$ cat src/rtl/serial_adder_if.sv
// serial_adder_if: start/busy/done handshake plus operand and result bus for serial_adder
interface serial_adder_if #(parameter int WIDTH = 16);
    logic             start, sub, C_in, busy, done, C_out, overflow;
    logic [WIDTH-1:0] A, B, S;
    modport master (output start, sub, A, B, C_in, input busy, done, S, C_out, overflow);
    modport slave (input start, sub, A, B, C_in, output busy, done, S, C_out, overflow);
endinterface

$ cat src/rtl/serial_adder.sv
// serial_adder: multi-cycle add/subtract processing SLICE bits per clock with carry, carry-out and signed overflow
module serial_adder #(
    parameter int WIDTH = 16,
    parameter int SLICE = 4
) (
    input logic           clk,
    input logic           rst_n,
    serial_adder_if.slave bus
);
    localparam int N  = WIDTH / SLICE;
    localparam int KW = N > 1 ? $clog2(N) : 1;
    typedef enum logic [1:0] {IDLE, RUN, DONE} state_t;
    state_t           state, state_nx;
    logic [WIDTH-1:0] op_a, op_b, part, part_nx;
    logic [KW-1:0]    k;
    logic [SLICE-1:0] sa, sb;
    logic [SLICE:0]   sum;
    logic             carry, last, c_msb;
    if (WIDTH < 2 || WIDTH % SLICE != 0) begin : g_bad_params
        $error("serial_adder: WIDTH must be >= 2 and an integer multiple of SLICE");
    end
    assign sa       = op_a[k*SLICE +: SLICE];
    assign sb       = op_b[k*SLICE +: SLICE];
    assign sum      = {1'b0, sa} + {1'b0, sb} + {{SLICE{1'b0}}, carry};
    assign c_msb    = sa[SLICE-1] ^ sb[SLICE-1] ^ sum[SLICE-1];
    assign last     = k == KW'(N - 1);
    assign bus.busy = state != IDLE;
    assign bus.done = state == DONE;
    // next state, and the partial result with the current slice merged in
    always_comb begin
        state_nx = state == IDLE ? (bus.start ? RUN : IDLE) : state == RUN ? (last ? DONE : RUN) : IDLE;
        part_nx = part;
        part_nx[k*SLICE +: SLICE] = sum[SLICE-1:0];
    end
    // state register
    always_ff @(posedge clk or negedge rst_n)
        if (!rst_n) state <= IDLE;
        else state <= state_nx;
    // operand latch, slice datapath, and result registers loaded entering DONE so they are valid with done
    always_ff @(posedge clk or negedge rst_n) begin
        if (!rst_n) begin
            op_a         <= '0;
            op_b         <= '0;
            part         <= '0;
            carry        <= 1'b0;
            k            <= '0;
            bus.S        <= '0;
            bus.C_out    <= 1'b0;
            bus.overflow <= 1'b0;
        end else if (state == IDLE && bus.start) begin
            op_a  <= bus.A;
            op_b  <= bus.sub ? ~bus.B : bus.B;
            carry <= bus.sub | bus.C_in;
            k     <= '0;
        end else if (state == RUN) begin
            carry <= sum[SLICE];
            part  <= part_nx;
            k     <= k + 1'b1;
            if (last) begin
                bus.S        <= part_nx;
                bus.C_out    <= sum[SLICE];
                bus.overflow <= c_msb ^ sum[SLICE];
            end
        end
    end
endmodule

$ cat src/flat_wrapper.sv
// flat-port wrapper written by rule: the top's interface ports become plain ports
module serial_adder_flat 
#(
    parameter int WIDTH = 16,
    parameter int SLICE = 4
)
  (clk, rst_n, bus_start, bus_sub, bus_A, bus_B, bus_C_in, bus_busy, bus_done, bus_S, bus_C_out, bus_overflow);
  serial_adder_if #(.WIDTH(WIDTH)) bus_i ();
  input logic clk;
  input logic rst_n;
  input wire logic [$bits(bus_i.start)-1:0] bus_start;
  input wire logic [$bits(bus_i.sub)-1:0] bus_sub;
  input wire logic [$bits(bus_i.A)-1:0] bus_A;
  input wire logic [$bits(bus_i.B)-1:0] bus_B;
  input wire logic [$bits(bus_i.C_in)-1:0] bus_C_in;
  output wire logic [$bits(bus_i.busy)-1:0] bus_busy;
  output wire logic [$bits(bus_i.done)-1:0] bus_done;
  output wire logic [$bits(bus_i.S)-1:0] bus_S;
  output wire logic [$bits(bus_i.C_out)-1:0] bus_C_out;
  output wire logic [$bits(bus_i.overflow)-1:0] bus_overflow;
  assign bus_i.start = bus_start;
  assign bus_i.sub = bus_sub;
  assign bus_i.A = bus_A;
  assign bus_i.B = bus_B;
  assign bus_i.C_in = bus_C_in;
  assign bus_busy = bus_i.busy;
  assign bus_done = bus_i.done;
  assign bus_S = bus_i.S;
  assign bus_C_out = bus_i.C_out;
  assign bus_overflow = bus_i.overflow;
  serial_adder #(.WIDTH(WIDTH), .SLICE(SLICE)) u_core (.clk(clk), .rst_n(rst_n), .bus(bus_i));
endmodule
$ cat config.mk
export PLATFORM = sky130hd
export DESIGN_NAME = serial_adder_flat
export DESIGN_NICKNAME = d
export VERILOG_FILES = /design/src/rtl/serial_adder_if.sv /design/src/rtl/serial_adder.sv /design/src/flat_wrapper.sv
export SDC_FILE = /design/constraint.sdc
export NUM_CORES = 1
export LEC_CHECK = 0
export CAP_MARGIN = 20
export CORE_ASPECT_RATIO = 1.4
export CORE_MARGIN = 1
export CORE_UTILIZATION = 48
export DETAILED_ROUTE_END_ITERATION = 7
export PLACE_DENSITY_LB_ADDON = 0.1
export SYNTH_ARGS = -nofsm -noshare
export SYNTH_HDL_FRONTEND = slang
export SYNTH_SLANG_ARGS = --single-unit
$ cat constraint.sdc
create_clock -name clk -period 2.6 [get_ports clk]
set_input_delay 0.52 -clock clk [delete_from_list [all_inputs] [get_ports clk]]
set_output_delay 0.52 -clock clk [all_outputs]
set_load 0.01 [all_outputs]
Word-level counts from Yosys, hierarchy flattened --
Cells that the tools add are included.
Operators by class: shift operators 4, add/sub/neg operators 4, mux-type cells 10, bitwise gates (word level) 6, reductions and logical operators 6, equality and inequality tests 3
Operator list (count):
- 4-bit negator with 34-bit output | 1
- 4-bit by 34-bit variable shift with 16-bit output (first input constant) | 1
- 4-bit by 34-bit variable part select with 16-bit output | 1
- 16-bit by 5-bit variable part select with 4-bit output | 2
- 16-bit bitwise mux | 1
- 16-bit 2-to-1 mux | 1
- 16-bit inverter | 1
- 2-bit 2-to-1 mux | 5
- 4-bit by 4-bit adder with 5-bit output | 1
- 5-bit by 1-bit adder with 5-bit output | 1
- 2-bit == test (second input constant) | 2
- 2-bit nonzero test | 2
- 1-bit 2-to-1 mux | 3
- 3-bit AND reduction | 1
- 1-bit XOR | 3
- 2-bit by 1-bit adder with 2-bit output (second input constant) | 1
- 2-bit by 1-bit == test with 1-bit output (second input constant) | 1
- 2-bit zero test | 1
- 2-bit AND reduction | 1
- 1-bit logical AND | 1
- 1-bit inverter | 1
- 1-bit bitwise OR | 1
Storage, ports and cells: input bits 37, bits in registers 71, output and inout bits 20, logic and storage cells 42

Longest topological paths before layout --
depth after elaboration 5, mapped depth 9, depth with buffers taken out 8

Least setup slack after synthesis --
No wires, ideal clock.
path type register to register, from reg u_core.k[0], to reg u_core.part[9], arrival time 2.513 ns, slack 0.020 ns, path buffers 1, cell stages (with the launch flop) 8, cell sequence dfrtp_1 -> buf_4 -> mux4_2 -> fa_1 -> inv_1 -> fa_1 -> nor2_1 -> a22o_1
Between the ends: word-level cells in the longest chain between the ends 5, elaborated cells between the ends (all ways) 8, those cells by class 3 x add/sub; 4 x shift; 1 x mux
RTL lines:
- start, declared | line serial_adder.sv:15 | logic [KW-1:0] k;
- start signal, assigned | line serial_adder.sv:58 | k <= k + 1'b1;
- 16-bit by 5-bit variable part select with 4-bit output, on equally long branches | line serial_adder.sv:22, serial_adder.sv:23
- 4-bit by 4-bit adder with 5-bit output | line serial_adder.sv:24 | assign sum = {1'b0, sa} + {1'b0, sb} + {{SLICE{1'b0}}, carry};
- 5-bit by 1-bit adder with 5-bit output | line serial_adder.sv:24
- 4-bit by 34-bit variable part select with 16-bit output | line serial_adder.sv:33 | part_nx[k*SLICE +: SLICE] = sum[SLICE-1:0];
- 16-bit bitwise mux (*) | line serial_adder.sv:33
- end signal, assigned | line serial_adder.sv:57 | part <= part_nx;
- end, declared | line serial_adder.sv:14 | logic [WIDTH-1:0] op_a, op_b, part, part_nx;
Every way passes the cells marked *; elsewhere a longest branch is shown, timed or not. A chain may end at the register's enable or synchronous reset.

Final worst setup path --
from reg u_core.k[0], to reg u_core.part[11]
The elaborated chain is that of the path after synthesis.

==> summary.txt <==
Outcome
  • Run status: complete, no violations

Routing
  • Pre-antenna DRT Iters: 4
  • DR vias: 2409
  • DRT iter0 DRCs: 159
  • Via density: 5.37
  • Post-route ant nets: 0
  • WL/cell: 15.0 um
  • Routed WL: around 6800 um
  • DRC viols: 0

Synthesis
  • Seq cells post-synth: 71
  • Syn Std Cell Area: between 3000 and 4000 sq um
  • Mapped Cells: 290
  • EDFF count, synth: 0
  • Synth unique cells: 37
  • Synth top cells by count: dfrtp_1, nor2_1, a21oi_1
  • Main area contributors after synthesis: dfrtp_1, mux4_2, nor2_1
  • Mean Syn Cell Area: 11.7 sq um
  • Main synth FF type: dfrtp_1
  • Post-synth top area share: 52.4%
  • Synth warn: 0
  • Sequential cell area fraction in the yosys report: a little over half
  • Post-Syn Nets: 338
  • Ys async rst share: between 90% and 100%
  • Most common cell in the netlist: dfrtp_1
  • Dominant cell type by area after synthesis: dfrtp_1

Cells and area
  • Share of cells above drive strength 1: 14.0%
  • Area Growth Syn to Fin: 26.2%
  • Diode count: 0
  • Util after Layout: between 60% and 70%
  • Footprint of the multi-input gates: approximately 1500 sq um
  • Nets: 400
  • Fillers: 554
  • Sequential Area: about 1800 sq um

Setup path
  • CP Launch Type: register
  • Crit end category: register
  • Reg-to-Reg End: u_core.part[11]
  • Reg2reg path depth: 7
  • Reg-to-Reg Start: u_core.k[0]
  • Max FO, Critical Path: 5
  • CP Data Required Time: ~2.8 ns
  • Critical path origin: u_core.k[0]
  • Worst setup endpoint: u_core.part[11]
  • Flop-to-flop setup slack: about 0.16 ns
  • Critical Path AT: 2.66 ns
  • WS Path Type: reg -> reg

Pwr
  • Max VDD drop: 0.000622 V
  • Power per cell area: 1390 nW/um^2
  • Design Power: 0.00595 W
  • Leakage power: 1.78 nW

STA
  • Endpoints failing setup: 0
  • Final setup skew: 0.00942 ns
  • Fin worst setup slack: 0.165 ns
  • Fin crit share: 93.7%
  • Min cycle time layout: 2.44 ns
  • RSZ-0062 raised after global routing: no
  • Setup TNS: 0 ns
  • Highest Clock Rate: between 400 and 500 MHz
  • Fin. Hold Viols: 0
  • Max-slew violations: 0
  • Worst slew pin tran: 0.693 ns
  • Slew HR: approximately 54%
  • Hold Slack: roughly 0.14 ns

Clock tree
  • Clk buf depth: 2
  • H-tree depth: 3
  • Clock latency on the worst-skew pair: 0.35 ns
  • Cts bufs inserted: 9
  • CTS clk-pin slew, worst paths: 0.08 ns
  • # hold bufs at CTS: 0
  • CTS Root Buffer Type: clkbuf_8
  • CTS tree: yes
  • Total clock sinks: 71

Floorplanning
  • Die width: between 70 and 80 um
  • Starting Density: 50.6%
  • Cell row count: 35
  • Core area: 6700 sq um
  • Num ports: 57
  • Die ar.: between 7000 and 8000 sq um
  • Die height: a little over 100 um

Global routing
  • Initial antenna violation count: 0
  • Total GRT Usage: 20.9%
  • Vias in the first global route: between 2000 and 2500
  • Largest net degree at the start of global routing: 53
  • First-pass GRT wire length: 11400 um
  • Total gr overflow: 0

Place
  • GP Congestion: 0.799
  • Hpwl dp: 5030 um
  • Buffers added on ports: 56
  • Setup WS pre-CTS: 0.0252 ns

Job
  • Max Cap Viol: 0

Hold path
  • Worst min path class: in -> async
-- registers in the layout (all words and copies together) (netlist names) --
| signal | cells |
|---|---|
| u_core.bus.S | 16 |
| u_core.op_a | 16 |
| u_core.op_b | 16 |
| u_core.part | 16 |
| u_core.k | 2 |
| u_core.state | 2 |
| u_core.bus.C_out | 1 |
| u_core.bus.overflow | 1 |
| u_core.carry | 1 |
-- worst min-delay path by stage --
stage                                 from               end  slack, ns  depth (start not counted)
after global placement    u_core.bus.C_out  u_core.bus.C_out       0.46                          2
after floorplan                      rst_n  u_core.bus.C_out       0.22                          0
final                                rst_n   u_core.bus.S[5]       0.14                          1
after detailed placement  u_core.bus.C_out  u_core.bus.C_out       0.47                          2
after CTS                            rst_n  u_core.bus.S[12]       0.15                          1
after global routing                 rst_n   u_core.bus.S[5]       0.17                          1
-- per-stage QoR --
step / instance area, sq um / cells
2_1_floorplan: 3390 / 290
3_3_place_gp: 4090 / 433
3_5_place_dp: 4090 / 433
4_1_cts: 4260 / 449
5_1_grt: 4280 / 449
6_report: 4280 / 449
-- layout by cell type (no fill, tap or decap), drive strengths merged, types with 2 or more instances in the layout --
cell type       n
clkinvlp        2
xor2            2
fa              2
nor3            2
nor2           42
buf            11
clkdlybuf4s50  55
nor2b           2
ha              9
a32o            8
nand2b          2
mux2           16
inv            11
mux4            8
a22o            8
nor3b           5
a21oi          22
a221oi         11
a22oi           2
o21ai           8
nand2          18
dfrtp          71
xnor2          18
clkbuf         14
-- metal layers --
layer | global-route usage (%) | up-vias | share of wire (%)
met3 | 4.58 | 12 | 3.3
met5 | 0 | - | 0
met2 | 36.2 | 59 | 54
met1 | 25.0 | 1190 | 40
met4 | 8.30 | 0 | 1.9
li1 | - | 1148 | -
-- worst max-delay path, stage by stage, from the launching register on --
cell     delay [ns]
dfrtp_2        0.43
buf_4          0.16
mux4_2         0.53
ha_1           0.31
a21o_1         0.19
a21oi_2        0.25
xnor2_1        0.18
a32o_1         0.27
-- timing repair --
item / CTS / global route
resized for setup: 0 / 3
setup endpoints to repair: 0 / 19
buffers inserted: 0 / 0
-- kinds of logic after synthesis --
| family | synth area share (%) |
|---|---|
| xor gates and xnor gates | 5.16 |
| and+or+nand+nor | 11.1 |
| buffers and inverters | 3.28 |
| AOI/OAI and AO/OA | 12.9 |
| DFF | 52.4 |
| adders and majority gates | 4.50 |
| muxes | 10.6 |
-- power by group --
part	total, W	internal, W	switching (W)
clock network	0.000799	0.000400	0.000399
logic	0.00324	0.00147	0.00177
registers	0.00191	0.00160	0.000311
-- cell type report --
| type | count | area share [%] |
|---|---|---|
| Clock inverter | 2 | 0.351 |
| Clock buffer | 14 | 3.80 |
| Inverter | 11 | 0.965 |
| Multi-Input combinational cell | 193 | 35.6 |
| Timing Repair Buffer | 66 | 15.0 |
| Tap cell | 92 | 2.69 |
| Sequential cell | 71 | 41.5 |
(Power assumes the default switching activity.)
